File: config.mk
export PLATFORM = sky130hd
export DESIGN_NAME = ram_dumper
export DESIGN_NICKNAME = d
export VERILOG_FILES = /design/src/rtl/ceres_param.sv /design/src/rtl/ram_dumper_uart_tx_byte.sv /design/src/rtl/ram_dumper.sv
export SDC_FILE = /design/constraint.sdc
export NUM_CORES = 1
export LEC_CHECK = 0
export BUFFER_PORTS_ARGS = -buffer_cell sky130_fd_sc_hd__clkbuf_2
export CORE_UTILIZATION = 58
export CTS_BUF_LIST = sky130_fd_sc_hd__clkbuf_2
export CTS_CLUSTER_DIAMETER = 100
export DETAILED_ROUTE_END_ITERATION = 16
export PLACE_DENSITY = 0.93
export SETUP_SLACK_MARGIN = 0.4
export SLEW_MARGIN = 20
export SYNTH_ARGS = -nofsm -noshare
export SYNTH_HDL_FRONTEND = slang
export SYNTH_SLANG_ARGS = --single-unit
File: constraint.sdc
create_clock -name clk_i -period 3.53 [get_ports clk_i]
set_clock_uncertainty 0.1 [all_clocks]
set_input_delay 0.5295 -clock clk_i [delete_from_list [all_inputs] [get_ports clk_i]]
set_output_delay 0.5295 -clock clk_i [all_outputs]
set_load 0.01 [all_outputs]
File: src/rtl/ceres_param.sv
// Shared system constants and state encodings for the programming/debug UART blocks.
// RAM_DUMPER_CHECKSUM_EN adds the TRAILER state to the dumper FSM.
package ceres_param;

    localparam int unsigned CPU_CLK        = 50_000_000;
    localparam int unsigned PROG_BAUD_RATE = 115_200;
    localparam int unsigned UART_DATA_BITS = 8;
    localparam logic        UART_IDLE      = 1'b1;

`ifdef RAM_DUMPER_CHECKSUM_EN
    typedef enum logic [2:0] {
        S_IDLE, S_READ, S_CAPTURE, S_SEND, S_NEXT, S_TRAILER, S_DONE
    } dump_state_e;
`else
    typedef enum logic [2:0] {
        S_IDLE, S_READ, S_CAPTURE, S_SEND, S_NEXT, S_DONE
    } dump_state_e;
`endif

    typedef enum logic [1:0] {
        U_IDLE, U_START, U_DATA, U_STOP
    } uart_state_e;

endpackage

File: src/rtl/ram_dumper_uart_tx_byte.sv
// 8N1 UART byte serializer with a valid/ready handshake; ready only while idle.
module uart_tx_byte
    import ceres_param::*;
#(
    parameter int unsigned BAUD_DIV = 8
) (
    input  logic                      clk_i,
    input  logic                      rst_i,
    input  logic                      valid_i,
    input  logic [UART_DATA_BITS-1:0] data_i,
    output logic                      ready_o,
    output logic                      tx_o
);

    localparam int unsigned CW = $clog2(BAUD_DIV);
    localparam int unsigned BW = $clog2(UART_DATA_BITS);
    localparam logic [CW-1:0] BIT_LAST  = CW'(BAUD_DIV - 1);
    localparam logic [CW-1:0] STOP_LAST = CW'(BAUD_DIV - 2);
    localparam logic [BW-1:0] DATA_LAST = BW'(UART_DATA_BITS - 1);

    uart_state_e               state;
    logic [CW-1:0]             baud_cnt;
    logic [BW-1:0]             bit_cnt;
    logic [UART_DATA_BITS-1:0] shreg;

    assign ready_o = (state == U_IDLE);

    // The stop phase counts BAUD_DIV-1 cycles; the idle cycle that follows is the
    // last stop-bit cycle, so a byte accepted there follows with no gap.
    always_ff @(posedge clk_i) begin
        if (rst_i) begin
            state    <= U_IDLE;
            tx_o     <= UART_IDLE;
            baud_cnt <= '0;
            bit_cnt  <= '0;
            shreg    <= '0;
        end else begin
            case (state)
                U_IDLE: begin
                    if (valid_i) begin
                        shreg    <= data_i;
                        tx_o     <= 1'b0;
                        baud_cnt <= '0;
                        state    <= U_START;
                    end
                end
                U_START: begin
                    if (baud_cnt == BIT_LAST) begin
                        baud_cnt <= '0;
                        bit_cnt  <= '0;
                        tx_o     <= shreg[0];
                        shreg    <= shreg >> 1;
                        state    <= U_DATA;
                    end else begin
                        baud_cnt <= baud_cnt + 1'b1;
                    end
                end
                U_DATA: begin
                    if (baud_cnt == BIT_LAST) begin
                        baud_cnt <= '0;
                        if (bit_cnt == DATA_LAST) begin
                            tx_o  <= UART_IDLE;
                            state <= U_STOP;
                        end else begin
                            tx_o    <= shreg[0];
                            shreg   <= shreg >> 1;
                            bit_cnt <= bit_cnt + 1'b1;
                        end
                    end else begin
                        baud_cnt <= baud_cnt + 1'b1;
                    end
                end
                U_STOP: begin
                    if (baud_cnt == STOP_LAST) begin
                        baud_cnt <= '0;
                        state    <= U_IDLE;
                    end else begin
                        baud_cnt <= baud_cnt + 1'b1;
                    end
                end
                default: state <= U_IDLE;
            endcase
        end
    end

endmodule

File: src/rtl/ram_dumper.sv
// UART readback engine: reads a word range from the cache-line BRAM and sends it 8N1, LSB byte first.
// Define RAM_DUMPER_CHECKSUM_EN to append an XOR checksum byte after the last word.
module ram_dumper
    import ceres_param::*;
#(
    parameter int unsigned CACHE_LINE_WIDTH = 128,
    parameter int unsigned RAM_DEPTH        = 32768,
    parameter int unsigned CLK_FREQ         = ceres_param::CPU_CLK,
    parameter int unsigned BAUD_RATE        = ceres_param::PROG_BAUD_RATE
) (
    input  logic                          clk_i,
    input  logic                          rst_i,
    input  logic                          start_i,
    input  logic [$clog2(RAM_DEPTH)-1:0]  start_addr_i,
    input  logic [$clog2(RAM_DEPTH):0]    word_count_i,
    output logic [$clog2(RAM_DEPTH)-1:0]  ram_addr_o,
    output logic                          ram_rd_en_o,
    input  logic [CACHE_LINE_WIDTH-1:0]   ram_rdata_i,
    output logic                          uart_tx_o,
    output logic                          busy_o,
    output logic                          done_o
);

    localparam int unsigned AW       = $clog2(RAM_DEPTH);
    localparam int unsigned BAUD_DIV = CLK_FREQ / BAUD_RATE;
    localparam int unsigned WPL      = CACHE_LINE_WIDTH / 32;
    localparam int unsigned IDXW     = (WPL > 1) ? $clog2(WPL) : 1;
    localparam logic [2:0]  BYTES_PER_WORD = 3'd4;
    localparam logic [AW:0] CNT_ONE  = (AW+1)'(1);

    dump_state_e                 state;
    logic [AW:0]                 count;
    logic [2:0]                  byte_cnt;
    logic [31:0]                 shreg;
    logic [31:0]                 sel_word;
    logic [IDXW-1:0]             word_idx;
    logic                        tx_valid;
    logic                        tx_ready;
    logic [UART_DATA_BITS-1:0]   tx_data;
`ifdef RAM_DUMPER_CHECKSUM_EN
    logic [UART_DATA_BITS-1:0]   csum;
    logic                        trailer_sent;
`endif

    assign word_idx = (WPL > 1) ? ram_addr_o[IDXW-1:0] : '0;

    always_comb begin
        sel_word = '0;
        for (int unsigned i = 0; i < WPL; i++) begin
            if (word_idx == IDXW'(i)) sel_word = ram_rdata_i[i*32 +: 32];
        end
    end

    always_comb begin
        tx_valid = 1'b0;
        tx_data  = shreg[7:0];
        case (state)
            S_CAPTURE: begin
                tx_valid = 1'b1;
                tx_data  = sel_word[7:0];
            end
            S_SEND:    tx_valid = (byte_cnt != BYTES_PER_WORD);
`ifdef RAM_DUMPER_CHECKSUM_EN
            S_TRAILER: begin
                tx_valid = !trailer_sent;
                tx_data  = csum;
            end
`endif
            default: ;
        endcase
    end

    uart_tx_byte #(
        .BAUD_DIV (BAUD_DIV)
    ) u_tx (
        .clk_i   (clk_i),
        .rst_i   (rst_i),
        .valid_i (tx_valid),
        .data_i  (tx_data),
        .ready_o (tx_ready),
        .tx_o    (uart_tx_o)
    );

    always_ff @(posedge clk_i) begin
        if (rst_i) begin
            state        <= S_IDLE;
            ram_addr_o   <= '0;
            ram_rd_en_o  <= 1'b0;
            busy_o       <= 1'b0;
            done_o       <= 1'b0;
            count        <= '0;
            byte_cnt     <= '0;
            shreg        <= '0;
`ifdef RAM_DUMPER_CHECKSUM_EN
            csum         <= '0;
            trailer_sent <= 1'b0;
`endif
        end else begin
            ram_rd_en_o <= 1'b0;
            done_o      <= 1'b0;
            case (state)
                S_IDLE: begin
                    if (start_i) begin
                        ram_addr_o <= start_addr_i;
                        count      <= word_count_i;
`ifdef RAM_DUMPER_CHECKSUM_EN
                        csum         <= '0;
                        trailer_sent <= 1'b0;
`endif
                        if (word_count_i == '0) begin
`ifdef RAM_DUMPER_CHECKSUM_EN
                            state  <= S_TRAILER;
                            busy_o <= 1'b1;
`else
                            state  <= S_DONE;
                            done_o <= 1'b1;
`endif
                        end else begin
                            state       <= S_READ;
                            ram_rd_en_o <= 1'b1;
                            busy_o      <= 1'b1;
                        end
                    end
                end
                S_READ: state <= S_CAPTURE;
                // Byte 0 is handed to the serializer straight from the RAM data in
                // this cycle, so the shift register keeps only the remaining bytes.
                S_CAPTURE: begin
                    shreg    <= {8'h00, sel_word[31:8]};
                    byte_cnt <= 3'd1;
                    state    <= S_SEND;
                end
                S_SEND: begin
                    if (byte_cnt != BYTES_PER_WORD) begin
                        if (tx_ready) begin
                            shreg    <= shreg >> 8;
                            byte_cnt <= byte_cnt + 1'b1;
                        end
                    end else if (tx_ready) begin
                        state <= S_NEXT;
                    end
                end
                S_NEXT: begin
                    ram_addr_o <= ram_addr_o + 1'b1;
                    count      <= count - 1'b1;
                    if (count == CNT_ONE) begin
`ifdef RAM_DUMPER_CHECKSUM_EN
                        state  <= S_TRAILER;
`else
                        state  <= S_DONE;
                        done_o <= 1'b1;
                        busy_o <= 1'b0;
`endif
                    end else begin
                        state       <= S_READ;
                        ram_rd_en_o <= 1'b1;
                    end
                end
`ifdef RAM_DUMPER_CHECKSUM_EN
                S_TRAILER: begin
                    if (!trailer_sent) begin
                        if (tx_ready) trailer_sent <= 1'b1;
                    end else if (tx_ready) begin
                        state  <= S_DONE;
                        done_o <= 1'b1;
                        busy_o <= 1'b0;
                    end
                end
`endif
                S_DONE: state <= S_IDLE;
                default: state <= S_IDLE;
            endcase
`ifdef RAM_DUMPER_CHECKSUM_EN
            if (tx_valid && tx_ready && state != S_TRAILER) csum <= csum ^ tx_data;
`endif
        end
    end

endmodule

==> impl_metrics.py <==
metrics = {
    "worst_setup_path": {
        "critical_path.startpoint_type": "register",
        "cp_slowest_cell": "ha_1",
        "timing.critical_path.mode_cell": "a21oi_1",
        "worstPathMaxFanout": 48,
        "timing.critical_path.cells": "inv_1 -> ha_1 -> buf_4 -> a21oi_1 -> a221o_1 -> a311o_1 -> a21oi_1",
        "timing_worst_setup_path_type": "reg -> reg",
        "critical_path.endpoint_type": "register",
        "arrival_ns": 3.06,
        "cp_num_buf_inv": 2,
        "worst_path_dominant_cell_family": "compound AO/OA/AOI/OAI gates",
        "critPathRequiredTime_ns": 3.94,
        "timing.critical_path.slowest_cell_delay_ns": 0.53,
    },
    "pwr": {
        "power_total_mw": 2.85,
        "power_density_nw_per_um2": 415,
        "leakagePower_nw": 2.82,
        "peakVddDrop_mv": 0.226,
    },
    "min_path": {
        "hold_path_class": "in -> reg",
    },
    "layout": {
        "syn2layout_area_growth_pct": 18.2,
        "post_layout_nonfiller_instances": 1049,
        "utilization_pct": 70.5,
        "total_number_of_nets_in_the_final_design": 1092,
        "antenna_cells_inserted": 0,
        "share_of_post_route_cells_with_drive_strength_above_1_pct": 24.6,
    },
    "die": {
        "boundaryPins": 181,
        "initial_utilization_pct": 59.7,
        "die_height_um": 102,
        "dieArea_sq_um": 10400,
        "fp.coreArea_sq_um": 9730,
        "num_rows": 36,
        "floorplan.die.width_um": 102,
    },
    "yosys": {
        "yosysWarnings": 0,
        "synth_top_cells_by_count": "nand2_1 (91), dfxtp_1 (87), a21oi_1 (84), clkbuf_1 (63), inv_1 (53)",
        "yosysUniqueCellTypes": 67,
        "syn-instance-count": 773,
        "synth-edff-count": 0,
        "synth.ff_latch_count": 87,
        "yosys-top-cells-area": "dfxtp_1 (30%), a21oi_1 (7.2%), nand2_1 (5.9%), nand3b_1 (4.3%), a221o_1 (4.1%)",
        "synth.top_cell.area_share_pct": 30.0,
        "synth_async_sr_flop_share_pct": 0,
        "synth_area_per_cell_sq_um": 7.51,
        "mappedNetlistNets": 954,
        "postSynth.topFlopCell": "dfxtp_1",
        "yosysSeqAreaShare_pct": 30.0,
        "netlist.top_cell.by_area": "dfxtp_1",
        "yosysMostFrequentCell": "nand2_1",
        "mappedNetlistArea_sq_um": 5810,
    },
    "drt": {
        "detailroute.wirelength.met2_um": 8080,
        "avgRoutedWirePerCell_um": 16.3,
        "detailroute.via_count": 6577,
        "post-route-drc-count": 0,
        "route.antenna.remaining_nets": 0,
        "vias_per_cell": 6.27,
        "route.met3.wl_um": 1420,
        "detail_route.first_pass.iterations": 5,
        "wirelength_met1_um": 7140,
        "wl_um": 17100,
        "top_signal_layer_used": "met4",
        "first_iter_violations": 494,
    },
    "grt": {
        "first_pass_grt_wire_length_um": 27500,
        "grt_remaining_overflow": 0,
        "grt_pass1_vias": 5976,
        "groute.usage.overall_pct": 33.0,
        "grt_antenna_before_repair": 0,
        "grt_max_degree": 65,
    },
    "run_status": {
        "status": "finished clean",
    },
    "clocking": {
        "insertion_delay_ns": 0.56,
        "cts_setup_buffers": 0,
        "cts_buffers": 9,
        "cts_buffer_depth": 2,
        "clock-sinks": 87,
        "ctsResizeCount": 0,
        "post_cts_hold_buffer_count": 0,
        "cts_tree": "built",
        "h-tree-depth": 3,
        "clk_pin_slew_worst_paths_ns": 0.25,
        "ctsRootBufferMaster": "clkbuf_2",
    },
    "sta": {
        "post-route-period-util_pct": 75.0,
        "slew_headroom_pct": 34.2,
        "timing.final.crit_period_ns": 2.65,
        "final_hold_viol_count": 0,
        "unrepaired_setup_endpoints_after_global_routing": "no",
        "final_max_slew_viol_count": 0,
        "slew_at_the_pin_with_the_worst_max_slew_slack_ns": 0.983,
        "fin_worst_hold_slack_ns": 0.0654,
        "timing.fmax_mhz": 378,
        "setup_viol": 0,
        "fin_tns_setup_ns": 0,
    },
    "placement": {
        "io_buffer_count": 180,
        "placed_cell_count": 1033,
        "post-dp-hpwl_um": 12200,
        "place_congestion": 0.945,
    },
    "job": {
        "maxCapViolCount": 0,
    },
}
-- metrics by stage --
stage                     setup slack (ns)  cell area (sq um)
after global placement               0.995               6740
after floorplan                       1.12               5810
after global routing                 0.698               6860
final                                0.883               6860
after CTS                            0.852               6850
after detailed placement             0.897               6740
-- final timing paths --
kind / from / to / slack [ns] / cells after the start
worst min register to register: shreg[18] / shreg[18] / 0.37 / 2
worst max-delay path: ram_addr_o[1] / shreg[13] / 0.88 / 7
worst max register to register: ram_addr_o[1] / shreg[13] / 0.88 / 7
worst min-delay path: start_addr_i[5] / ram_addr_o[5] / 0.07 / 3
-- kinds of logic after synthesis --
family	count (synthesis)	share of synthesized area [%]
AO/OA/AOI/OAI	258	31.0
XOR/XNOR	6	0.905
adder cells (fa/ha/maj)	19	4.09
buffers and inverters	123	8.19
flip-flops	87	30.0
multiplexers	5	0.862
AND/OR/NAND/NOR	275	24.9
-- where the power goes --
part	switching, mW	total (mW)	internal (mW)
clock network	0.368	0.534	0.165
registers	0.120	1.23	1.11
logic	0.608	1.09	0.478
-- registers in the layout, indices dropped and copies added (netlist names) --
| signal | flops |
|---|---|
| busy_o | 1 |
| byte_cnt | 3 |
| count | 16 |
| done_o | 1 |
| ram_addr_o | 15 |
| ram_rd_en_o | 1 |
| shreg | 24 |
| state | 3 |
| u_tx.baud_cnt | 9 |
| u_tx.bit_cnt | 3 |
| u_tx.shreg | 8 |
| u_tx.state | 2 |
| u_tx.tx_o | 1 |
-- cell usage in the layout (no fill, tap or decap), drive strengths merged, types with 19 or more instances in the layout --
cell,instances
ha,19
inv,55
a221o,24
a311o,24
nand3b,33
clkbuf,189
a31oi,19
nand2,91
o21ai,33
nor2,44
a21oi,84
dfxtp,87
-- area by class of cell --
cell class | count | area [sq um]
clock buffer | 9 | 45.0
clock inverter | 7 | 71.3
fill | 794 | 2870
inverter | 54 | 203
multi-input combinational | 563 | 3610
sequential | 87 | 1740
tap | 133 | 166
timing repair buffer | 196 | 1020
-- worst register-to-register path: cells and delay by family (launching register included) --
kind,cells,cell delay (ns)
AO/OA/AOI/OAI,4,0.94
buffers and inverters,2,0.60
adder cells (fa/ha/maj),1,0.53
flip-flops,1,0.44
-- metal layers --
| metal | up-vias | GRT usage [%] |
|---|---|---|
| met3 | 56 | 6.22 |
| met5 | - | 0 |
| li1 | 3152 | - |
| met2 | 327 | 55.5 |
| met4 | 0 | 12.4 |
| met1 | 3042 | 41.9 |
Power figures use the tool's default switching activity.
